File: src/rtl/skinny_sbox8_domd_pipelined.sv
// Order-D DOM-masked SKINNY-128 8-bit S-box, one round per pipeline stage.
// Stage k registers round k's input shares and its two DOM-indep AND product matrices.
module skinny_sbox8_domd_pipelined #(
  parameter int D  = 1,
  parameter int RW = 4*D*(D+1)
) (
  input  logic               clk,
  input  logic               rst,
  input  logic               in_valid,
  output logic               in_ready,
  input  logic [8*(D+1)-1:0] si,
  input  logic [RW-1:0]      r,
  output logic               out_valid,
  input  logic               out_ready,
  output logic [8*(D+1)-1:0] so
);

  localparam int NS     = D + 1;
  localparam int XW     = 8 * NS;
  localparam int PW     = NS * NS;
  localparam int NZ     = D * (D + 1) / 2;
  localparam int RK     = 2 * NZ;
  localparam int STAGES = 4;

  typedef logic [XW-1:0] shares_t;
  typedef logic [PW-1:0] prod_t;
  typedef logic [NS-1:0] bits_t;
  typedef logic [NZ-1:0] rnd_t;

  function automatic bits_t share_bit(input shares_t x, input int k);
    bits_t b;
    for (int s = 0; s < NS; s++) b[s] = x[8*s+k];
    return b;
  endfunction

  // Product matrix entry [m][n] = a_m & b_n, off-diagonal pairs share one random bit.
  function automatic prod_t dom_products(input bits_t a, input bits_t b, input rnd_t z);
    prod_t p;
    for (int m = 0; m < NS; m++)
      for (int n = 0; n < NS; n++)
        p[m*NS+n] = a[m] & b[n];
    for (int i = 0; i < NS; i++)
      for (int j = i + 1; j < NS; j++) begin
        p[i*NS+j] = p[i*NS+j] ^ z[i*NS - (i*(i+1))/2 + (j-i-1)];
        p[j*NS+i] = p[j*NS+i] ^ z[i*NS - (i*(i+1))/2 + (j-i-1)];
      end
    return p;
  endfunction

  function automatic bits_t dom_compress(input prod_t p);
    bits_t c;
    c = '0;
    for (int m = 0; m < NS; m++)
      for (int n = 0; n < NS; n++)
        c[m] = c[m] ^ p[m*NS+n];
    return c;
  endfunction

  function automatic shares_t mix_apply(input shares_t x, input prod_t pa, input prod_t pb);
    shares_t y;
    bits_t   ca;
    bits_t   cb;
    y  = x;
    ca = dom_compress(pa);
    cb = dom_compress(pb);
    for (int s = 0; s < NS; s++) begin
      y[8*s]   = x[8*s]   ^ ca[s];
      y[8*s+4] = x[8*s+4] ^ cb[s];
    end
    return y;
  endfunction

  function automatic shares_t permute_all(input shares_t x);
    shares_t    y;
    logic [7:0] b;
    y = '0;
    for (int s = 0; s < NS; s++) begin
      b = x[8*s +: 8];
      y[8*s +: 8] = {b[2], b[1], b[7], b[6], b[4], b[0], b[3], b[5]};
    end
    return y;
  endfunction

  function automatic shares_t swap_all(input shares_t x);
    shares_t    y;
    logic [7:0] b;
    y = '0;
    for (int s = 0; s < NS; s++) begin
      b = x[8*s +: 8];
      y[8*s +: 8] = {b[7:3], b[1], b[2], b[0]};
    end
    return y;
  endfunction

  // NOR(a,b) = AND(~a,~b); the inversion touches share 0 only.
  function automatic bits_t nor_in(input bits_t a);
    return a ^ bits_t'(1);
  endfunction

  logic [STAGES-1:0] vld_q, vld_d;
  shares_t           x_q  [STAGES];
  shares_t           x_d  [STAGES];
  prod_t             pa_q [STAGES];
  prod_t             pa_d [STAGES];
  prod_t             pb_q [STAGES];
  prod_t             pb_d [STAGES];
  shares_t           x_in [STAGES];
  logic              en;

  // Round-k input: raw shares for stage 0, otherwise previous round compressed and permuted.
  always_comb begin
    x_in[0] = si;
    for (int k = 1; k < STAGES; k++)
      x_in[k] = permute_all(mix_apply(x_q[k-1], pa_q[k-1], pb_q[k-1]));
  end

  // Lower randomness half feeds the bit-0 update (x3,x2), upper half the bit-4 update (x7,x6).
  always_comb begin
    en    = out_ready | ~vld_q[STAGES-1];
    vld_d = vld_q;
    for (int k = 0; k < STAGES; k++) begin
      x_d[k]  = x_q[k];
      pa_d[k] = pa_q[k];
      pb_d[k] = pb_q[k];
    end
    if (en) begin
      vld_d = {vld_q[STAGES-2:0], in_valid};
      for (int k = 0; k < STAGES; k++) begin
        x_d[k]  = x_in[k];
        pa_d[k] = dom_products(nor_in(share_bit(x_in[k], 3)), nor_in(share_bit(x_in[k], 2)),
                               r[k*RK +: NZ]);
        pb_d[k] = dom_products(nor_in(share_bit(x_in[k], 7)), nor_in(share_bit(x_in[k], 6)),
                               r[k*RK+NZ +: NZ]);
      end
    end
  end

  // Stage registers p0..p3: shares and gadget products all advance together on en.
  always_ff @(posedge clk) begin
    if (rst) begin
      vld_q <= '0;
      for (int k = 0; k < STAGES; k++) begin
        x_q[k]  <= '0;
        pa_q[k] <= '0;
        pb_q[k] <= '0;
      end
    end else begin
      vld_q <= vld_d;
      for (int k = 0; k < STAGES; k++) begin
        x_q[k]  <= x_d[k];
        pa_q[k] <= pa_d[k];
        pb_q[k] <= pb_d[k];
      end
    end
  end

  assign in_ready  = en;
  assign out_valid = vld_q[STAGES-1];
  assign so        = swap_all(mix_apply(x_q[STAGES-1], pa_q[STAGES-1], pb_q[STAGES-1]));

endmodule

File: config.mk
export PLATFORM = sky130hd
export DESIGN_NAME = skinny_sbox8_domd_pipelined
export DESIGN_NICKNAME = d
export VERILOG_FILES = /design/src/rtl/skinny_sbox8_domd_pipelined.sv
export SDC_FILE = /design/constraint.sdc
export NUM_CORES = 1
export LEC_CHECK = 0
export ABC_AREA = 0
export BUFFER_PORTS_ARGS = -buffer_cell sky130_fd_sc_hd__buf_4
export CAP_MARGIN = 20
export CORE_UTILIZATION = 58
export DETAILED_ROUTE_END_ITERATION = 6
export PLACE_DENSITY = 0.76
export SLEW_MARGIN = 30
export SYNTH_ARGS = -nofsm -noshare
export SYNTH_HDL_FRONTEND = slang
export SYNTH_SLANG_ARGS = --single-unit
File: constraint.sdc
create_clock -name clk -period 2.8 [get_ports clk]
set_input_delay 0.28 -clock clk [delete_from_list [all_inputs] [get_ports clk]]
set_output_delay 0.28 -clock clk [all_outputs]
set_load 0.01 [all_outputs]
==> results.md, run 1 <==
- Worst slew pin tran: 0.919 ns
- Power, Total: 2.82 mW
- Register-to-Register Path Depth: 4
- Warnings from Yosys: 0
- Initial antenna violation count: 0
- RSZ-0062 raised after global routing: no
- Core area: 6830 um^2
- Tmin final: 1.81 ns
- Cells resized by post-CTS repair: 0
- Commonest cells after routing, fill and taps aside: 144 x nand2_1, 100 x dfxtp_1, 83 x a21oi_1, 50 x buf_4
- Most common cell after layout, fill and taps aside: nand2_1
- Crit path max fanout: 40
- Number of diodes: 0
- CP bufs+invs: 2
- Syn_nets: 510
- Sequential area share after synthesis: 48.7%
- Post-route insts no fill: 600
- Global-route wire length before repair: 13.0 mm
- Yosys reg bits: 100
- Reg2reg start: vld_q[3]
- Clock skew: 0.0103 ns
- Crit-path slowest cell: inv_2
- Setup bufs post-CTS: 0
- Critical Path Sink: in_ready
- Synth top area cells: dfxtp_1 49%, nand2_1 13%, a21oi_1 10%, xnor2_1 3.8%, xor3_1 3.5%
- Top delay family on crit path: buffers and inverters
- Clk Latency, worst-skew pair: 0.35 ns
- Rel. slew slack: 38.7%
- Placed wire-length estimate: 4.91 mm
- Crit. Startpoint: vld_q[3]
- Pin count of the biggest net entering global routing: 102
- Hold_buf cts: 0
- Tcrit/Tclk final: 64.8%
- Max-slew violation count: 0
- Initial core utilization: 60.2%
- Layout cells sized above 1: 15.3%
- Routed WL: 7.67 mm
- Vias in the first global route: 2892
- Reg2reg end: pa_q[0][9]
- CP Capture Type: primary output
- Register clock-pin slew on the reported worst setup and hold paths: 0.08 ns
- Clock Path Buffers: 2
- Root Buffer Master: clkbuf_8
- Num Clock Sinks: 100
- Slowest stage delay, CP: 0.48 ns
- Crit path cell chain: nor2b_4 -> inv_2 -> buf_4
- IO Count: 46
- Syn Inst Count: 482
- CP Data Arrival Time: 1.53 ns
- Fin nets: 528
- Vias per std cell: 5.23
- Final Hold Violating Endpoints: 0
- Average size of a mapped cell: 8.54 um^2
- Top cell type's share of synthesized area: 48.7%
- FP Rows: 30
- Leak Pwr: 1.82 nW
- CTS tree: built
- Die Y-Extent: 86.2 um
- Placed insts: 585
- GPL Wtd Cong: 0.736
- Chip Width: 86.2 um
- Startpoint types: flop
- Status: complete, no violations
- GRT Util Overall: 22.1%
- Crit Path Class: reg2out
- Post-synth top area cell: dfxtp_1
- Per-cell routed wire length: 12.8 um
- Levels on crit path: 3
- Number of buffers created by CTS: 9
- Pwr dens: 616 nW/um^2
- Vias after detailed routing: 3136
- Min-Delay Path Class: in2reg
- Pre-antenna DRT Iters: 4
- Syn-to-layout area delta: 11.3%
- Setup TNS: 0 ns
- Synth unique cells: 20
- Die area: 7430 um^2
- Max Cap Viol: 0
- GR Overflow Total: 0
- Residual DRC count: 0
- CP required: 2.52 ns
- Worst reg2reg setup slack: 1.06 ns
- Final setup fails: 0
- H-Tree Depth: 3
- Worst vdd rail ir drop: 0.000319 V
- Antenna Nets Post-Route: 0
- Buffers on Ports: 45
- Fmax: 551 MHz
- Iter 0 DRT Violations: 295
- Synth Cell Area: 4110 um^2
[through the flow]
step / utilization, % / instance area, um^2 / hold WS, ns / setup WS (ns)
floorplan: - / 4110 / 0.420 / 1.54
global placement: 64.5 / 4410 / 0.439 / 1.08
detailed placement: 64.5 / 4410 / 0.444 / 1.01
CTS: 67.0 / 4580 / 0.167 / 0.955
global route: 67.1 / 4580 / 0.171 / 0.861
finish: 67.1 / 4580 / 0.176 / 0.986
[power by group]
part	switching [mW]	internal (mW)	total (mW)	leakage (nW)
registers	0.0672	1.53	1.59	0.824
logic	0.191	0.230	0.421	0.909
clock network	0.445	0.366	0.810	0.0893
[worst min-delay path: cells and delay by family]
| kind | cells | cell delay (ns) |
|---|---|---|
| buf+inv | 1 | 0.11 |
| simple gates | 1 | 0.04 |
| compound gates | 1 | 0.05 |
[metal layers]
metal  global-route usage [%]  vias up  share of wire (%)
met4                     6.82        0               0.85
met3                     5.14        6                3.0
li1                         -     1615                  -
met2                     37.1       46                 49
met1                     28.5     1469                 47
met5                        0        -                  0
[worst min path at each step]
stage | end | start | slack, ns | cells after the start
after floorplan | vld_q[0] | in_valid | 0.42 | 2
after global placement | x_q[0][14] | x_q[0][14] | 0.44 | 2
after detailed placement | x_q[0][50] | x_q[0][50] | 0.44 | 2
after CTS | x_q[0][0] | si[0] | 0.17 | 3
after global routing | x_q[0][0] | si[0] | 0.17 | 3
final | vld_q[0] | in_valid | 0.18 | 3
[cell families (layout without fill, tap and decap cells)]
family,count (synthesis),count (layout),share of synthesized area (%)
AO/OA/AOI/OAI,99,99,13.0
flip-flops,100,100,48.7
AND/OR/NAND/NOR,207,207,22.0
buffers and inverters,46,68,5.78
XOR/XNOR,30,30,10.6
[synthesized netlist by cell type]
cell type,number
inv_1,1
nor2b_1,10
nand2_1,144
or3_1,5
nor4_1,6
a211oi_1,16
and4_1,2
or2_2,6
buf_4,13
xnor2_1,18
clkbuf_1,19
nor2b_2,1
xor3_1,6
xnor3_1,6
buf_2,13
and4_4,4
nand3_1,11
a21oi_1,83
nor2_1,18
dfxtp_1,100
[sequential cells by signal, indices dropped and copies added (netlist names)]
register and cells:
x_q 64, pb_q 16, pa_q 16, vld_q 4
[area by class of cell]
cell class	count	area, um^2
fillers	589	2250
repair buffers	52	407
clock buffers	13	159
flip-flops and latches	100	2000
inverters	1	3.75
multi-input cells	336	1880
clock inverters	2	10.0
well taps	96	120
Note: power is estimated with default switching activity, not from simulation.
==> run 2, diff against run 1 <==
--- a/config.mk
+++ b/config.mk
@@ -5,12 +5,12 @@
 export SDC_FILE = /design/constraint.sdc
 export NUM_CORES = 1
 export LEC_CHECK = 0
-export ABC_AREA = 0
+export ABC_AREA = 1
 export BUFFER_PORTS_ARGS = -buffer_cell sky130_fd_sc_hd__buf_4
 export CAP_MARGIN = 20
-export CORE_UTILIZATION = 58
+export CORE_UTILIZATION = 52
 export DETAILED_ROUTE_END_ITERATION = 6
-export PLACE_DENSITY = 0.76
+export PLACE_DENSITY = 0.72
 export SLEW_MARGIN = 30
 export SYNTH_ARGS = -nofsm -noshare
 export SYNTH_HDL_FRONTEND = slang
==> constraint.sdc (replaced) <==
create_clock -name clk -period 1.55 [get_ports clk]
set_input_delay 0.155 -clock clk [delete_from_list [all_inputs] [get_ports clk]]
set_output_delay 0.155 -clock clk [all_outputs]
set_load 0.01 [all_outputs]
==> results.md, run 2 <==
- Die Y-Extent: 93.2 um
- Vias per std cell: 5.16
- Critical Path Sink: in_ready
- Crit path max fanout: 14
- Synth Cell Area: 4330 um^2
- GPL Wtd Cong: 0.733
- Antenna Nets Post-Route: 0
- Syn-to-layout area delta: 13.0%
- Yosys reg bits: 100
- Pin count of the biggest net entering global routing: 78
- H-Tree Depth: 3
- Reg2reg start: vld_q[3]
- Synth unique cells: 21
- Pwr dens: 1060 nW/um^2
- Num Clock Sinks: 100
- Number of flip-flops in the largest register: 64
- Max Cap Viol: 0
- Number of diodes: 0
- Register-to-Register Path Depth: 8
- Vias after detailed routing: 3697
- Setup TNS: 0 ns
- Startpoint types: flop
- Root Buffer Master: clkbuf_8
- Async set-reset flop share out of synthesis: 0%
- Tmin final: 1.47 ns
- Warnings from Yosys: 0
- Hold_buf cts: 0
- Fin nets: 638
- Largest registers: x_q: 64 flops, pa_q: 16 flops, pb_q: 16 flops
- GRT Util Overall: 22.0%
- Largest Register: x_q
- Chip Width: 93.2 um
- Power, Total: 5.16 mW
- Hold_ws: 0.0445 ns
- Average size of a mapped cell: 7.41 um^2
- Final Hold Violating Endpoints: 0
- Status: complete, no violations
- Fin area: 4890 um^2
- Residual DRC count: 0
- Syn Inst Count: 584
- Cell with the most instances after synthesis: nand2_1
- CTS tree: built
- CP required: 1.39 ns
- Tcrit/Tclk final: 95.0%
- Crit Path Class: reg2out
- Per-cell routed wire length: 12.7 um
- Initial core utilization: 54.8%
- Crit. Startpoint: vld_q[3]
- Layout cells sized above 1: 13.7%
- Core area: 7890 um^2
- IO Count: 46
- Global-route wire length before repair: 15.1 mm
- Min-Delay Path Class: in2reg
- Rel. slew slack: 79.4%
- Commonest cells after routing, fill and taps aside: 121 x nand2_1, 99 x dfxtp_1, 66 x o21ai_0, 64 x nor2_1, 62 x inv_1
- FP Rows: 32
- Met3 Use GR: 3.98%
- Register clock-pin slew on the reported worst setup and hold paths: 0.10 ns
- Leak Pwr: 2.32 nW
- Iter 0 DRT Violations: 166
- Fmax: 679 MHz
- Post-synth top area cell: dfxtp_1
- Routed WL: 9.08 mm
- Die area: 8690 um^2
- Clock Path Buffers: 2
- GR Util met2: 37.6%
- Filler cells: 733
- Gr busiest metal: met2
- Final setup fails: 0
- Reg2reg end: x_q[0][59]
- CP Capture Type: primary output
- GR Overflow Total: 0
- Post-layout util: 61.9%
- M1 GR Usage: 27.7%
- Top cell type's share of synthesized area: 46.3%
- Clock skew: 0.00782 ns
- Buffers on Ports: 45
- Initial antenna violation count: 0
- Clk Latency, worst-skew pair: 0.36 ns
- Pre-antenna DRT Iters: 4
- CP Data Arrival Time: 1.32 ns
- Most common cell after layout, fill and taps aside: nand2_1
- Worst slew pin tran: 0.310 ns
- Sequential area share after synthesis: 46.3%
- Vias in the first global route: 3405
- Commonest cells post-synth: 121 x nand2_1, 100 x dfxtp_1, 69 x o21ai_0
- Post-DP Area: 4630 um^2
- RSZ-0062 raised after global routing: no
- Number of synthesized flops with an enable pin: 0
- Placed wire-length estimate: 5.72 mm
- Max-slew violation count: 0
- Main synth FF type: dfxtp_1
- Synth top area cells: dfxtp_1 46%, nand2_1 11%, o21ai_0 8.0%, a21oi_1 6.2%, nor2_1 5.6%
- Worst vdd rail ir drop: 0.000517 V
- Worst reg2reg setup slack: 0.10 ns
- Number of buffers created by CTS: 9
- Syn_nets: 612
[run 2: changes by cell type in the layout (fill, tap and decap cells not counted), moves of 13 or more]
| cell | before | now |
|---|---|---|
| a211oi_1 | 16 | 3 |
| o21ai_0 | 0 | 66 |
| nand3_1 | 11 | 30 |
| inv_1 | 0 | 62 |
| nand2_1 | 144 | 121 |
| a21oi_1 | 83 | 54 |
| nor2_1 | 18 | 64 |
[run 2: cells by family (layout without fill, tap and decap cells)]
kind of cell / count (synthesis) / in the layout / share of synthesized area, %
xor+xnor: 18 / 18 / 3.64
compound gates: 134 / 134 / 17.0
flops: 100 / 100 / 46.3
simple gates: 225 / 225 / 21.3
buf+inv: 107 / 138 / 11.8
[run 2: repair_timing]
action | CTS | global route
pin swaps | 0 | 1
resized for setup | 1 | 5
cloned | 0 | 2
buffers inserted | 1 | 2
endpoints found under the setup margin | 1 | 3
[run 2: where the power goes]
part           internal (mW)  total (mW)  switching (mW)  leakage [nW]
sequential              2.76        2.88           0.119         0.825
clock                  0.582        1.49           0.904        0.0783
combinational          0.350       0.799           0.449          1.42
[run 2: routing by layer]
layer  vias to the layer above  share of wire (%)
li1                       1895                  -
met1                      1692                 46
met2                        98                 47
met3                        12                4.9
met4                         0                1.6
met5                         -                  0
[run 2: how the worst min path moves through the flow]
stage | start | to | slack (ns) | cells after the start
2_1_floorplan | rst | pa_q[0][0] | 0.23 | 1
3_3_place_gp | in_valid | vld_q[0] | 0.41 | 3
3_5_place_dp | si[13] | x_q[0][13] | 0.42 | 3
4_1_cts | in_valid | vld_q[0] | 0.04 | 3
5_1_grt | in_valid | vld_q[0] | 0.05 | 3
6_report | in_valid | vld_q[0] | 0.04 | 3
[run 2: worst max-delay path, cell delays in order, from the launching register on]
cell      delay (ns)
dfxtp_2         0.33
inv_1           0.06
nor2_4          0.17
clkinv_4        0.10
buf_16          0.16
buf_4           0.14
[run 2: layout make-up]
type / instances / area (um^2) / area share (%)
sequential: 100 / 2000 / 41.0
multi-input combinational: 377 / 1810 / 37.1
timing repair buffer: 58 / 528 / 10.8
inverter: 64 / 245 / 5.02
clock buffer: 10 / 128 / 2.61
tap: 102 / 128 / 2.61
clock inverter: 6 / 41.3 / 0.845
[run 2: stage by stage]
step           setup slack (ns)  cells
2_1_floorplan             0.388    584
3_3_place_gp              0.132    696
3_5_place_dp             0.0512    696
4_1_cts                  0.0355    713
5_1_grt                 0.00144    717
6_report                 0.0782    717
==> run 3, diff against run 2 <==
--- a/config.mk
+++ b/config.mk
@@ -5,13 +5,11 @@
 export SDC_FILE = /design/constraint.sdc
 export NUM_CORES = 1
 export LEC_CHECK = 0
-export ABC_AREA = 1
 export BUFFER_PORTS_ARGS = -buffer_cell sky130_fd_sc_hd__buf_4
 export CAP_MARGIN = 20
 export CORE_UTILIZATION = 52
 export DETAILED_ROUTE_END_ITERATION = 6
 export PLACE_DENSITY = 0.72
-export SLEW_MARGIN = 30
 export SYNTH_ARGS = -nofsm -noshare
 export SYNTH_HDL_FRONTEND = slang
 export SYNTH_SLANG_ARGS = --single-unit
==> results.md, run 3 (synthesis gave the netlist of run 1 again) <==
- Status: complete, no violations
- Rel. slew slack: 69.5%
- Die Y-Extent: 90.9 um
- Pwr dens: 1150 nW/um^2
- Tmin final: 1.46 ns
- GRT Util Overall: 20.7%
- Largest registers: x_q: 64 flops, pa_q: 16 flops, pb_q: 16 flops
- Met3 Use GR: 3.18%
- IO Count: 46
- Residual DRC count: 0
- Register clock-pin slew on the reported worst setup and hold paths: 0.09 ns
- Max Cap Viol: 0
- CTS tree: built
- Vias in the first global route: 2924
- Hold path cells: 3
- M1 GR Usage: 28.0%
- Number of diodes: 0
- Gr busiest metal: met2
- Max-slew violation count: 0
- Die area: 8270 um^2
- Most common cell after layout, fill and taps aside: nand2_1
- GR Util met2: 33.6%
- Number of buffers created by CTS: 9
- GPL Wtd Cong: 0.773
- Vias per std cell: 5.21
- Worst slew pin tran: 0.458 ns
- Pre-antenna DRT Iters: 4
- GR Overflow Total: 0
- Leak Pwr: 1.86 nW
- Crit path max fanout: 54
- Clk Latency, worst-skew pair: 0.35 ns
- RSZ-0062 raised after global routing: no
- CP required: 1.39 ns
- CP Capture Type: primary output
- Global-route wire length before repair: 13.8 mm
- Pin count of the biggest net entering global routing: 57
- Root Buffer Master: clkbuf_8
- Antenna Nets Post-Route: 0
- Chip Width: 90.9 um
- Filler cells: 722
- Clock Path Buffers: 2
- Cells resized by post-CTS repair: 0
- Initial core utilization: 53.5%
- Iter 0 DRT Violations: 189
- Post-layout util: 60.9%
- Register-to-Register Path Depth: 3
- H-Tree Depth: 3
- Final setup fails: 0
- Clock skew: 0.00982 ns
- Tcrit/Tclk final: 94.5%
- Setup TNS: 0 ns
- Worst vdd rail ir drop: 0.000507 V
- Buffers on Ports: 45
- Largest Register: x_q
- Syn-to-layout area delta: 13.7%
- Vias after detailed routing: 3161
- Placed wire-length estimate: 5.42 mm
- Min-Delay Path Class: in2reg
- Per-cell routed wire length: 13.4 um
- FP Rows: 32
- CP Data Arrival Time: 1.31 ns
- Commonest cells after routing, fill and taps aside: 144 x nand2_1, 100 x dfxtp_1, 83 x a21oi_1, 48 x buf_4
- Fin nets: 529
- Fmax: 683 MHz
- Layout cells sized above 1: 15.6%
- Crit Path Class: reg2out
- Final Hold Violating Endpoints: 0
- Number of flip-flops in the largest register: 64
- Routed WL: 8.11 mm
- Initial antenna violation count: 0
- Core area: 7690 um^2
- Num Clock Sinks: 100
- Startpoint types: flop
run 3: metal layers:
| layer | wire (um) | part of all wire [%] | vias to the layer above |
|---|---|---|---|
| met4 | 89 | 1.1 | 0 |
| met2 | 3880 | 48 | 43 |
| met3 | 246 | 3.0 | 8 |
| met5 | 0 | 0 | - |
| li1 | - | - | 1622 |
| met1 | 3890 | 48 | 1488 |
run 3: timing repair:
action	CTS	global route
setup endpoints to repair	1	0
hold buffers	0	0
buffers inserted	1	0
run 3: through the flow:
stage / total power, mW / area [um^2] / hold WS (ns) / instances / setup slack [ns]
final: 5.38 / 4680 / 0.0463 / 607 / 0.0853
after global routing: 5.63 / 4680 / 0.0423 / 607 / 0.0322
after CTS: 5.42 / 4680 / 0.0397 / 607 / 0.0796
after detailed placement: 3.72 / 4470 / 0.421 / 591 / 0.149
after global placement: 3.69 / 4470 / 0.412 / 591 / 0.261
after floorplan: 3.47 / 4110 / 0.295 / 482 / 0.323
run 3: final cells by class:
type | instances | area, um^2 | area share (%)
inverter | 1 | 3.75 | 0.0802
timing repair buffer | 53 | 460 | 9.84
tap | 102 | 128 | 2.73
sequential | 100 | 2000 | 42.8
multi-input combinational | 336 | 1880 | 40.2
clock inverter | 5 | 77.6 | 1.66
clock buffer | 10 | 128 | 2.73
run 3: path summary, 6_finish.rpt:
path | startpoint | to | slack [ns]
worst max-delay path | vld_q[3] | in_ready | 0.09
worst min register to register | x_q[0][62] | x_q[0][62] | 0.45
worst min-delay path | si[0] | x_q[0][0] | 0.05
worst max register to register | x_q[0][40] | pa_q[0][13] | 0.14
run 3: power breakdown:
group / total [mW] / leakage, nW / internal (mW) / switching (mW)
logic: 0.775 / 0.933 / 0.425 / 0.349
clock network: 1.73 / 0.102 / 0.896 / 0.835
registers: 2.88 / 0.824 / 2.75 / 0.123
run 3: critical path: stages (launching register included):
cell and delay (ns):
dfxtp_1 0.32, nor2b_4 0.12, inv_2 0.10, buf_12 0.24, buf_4 0.16
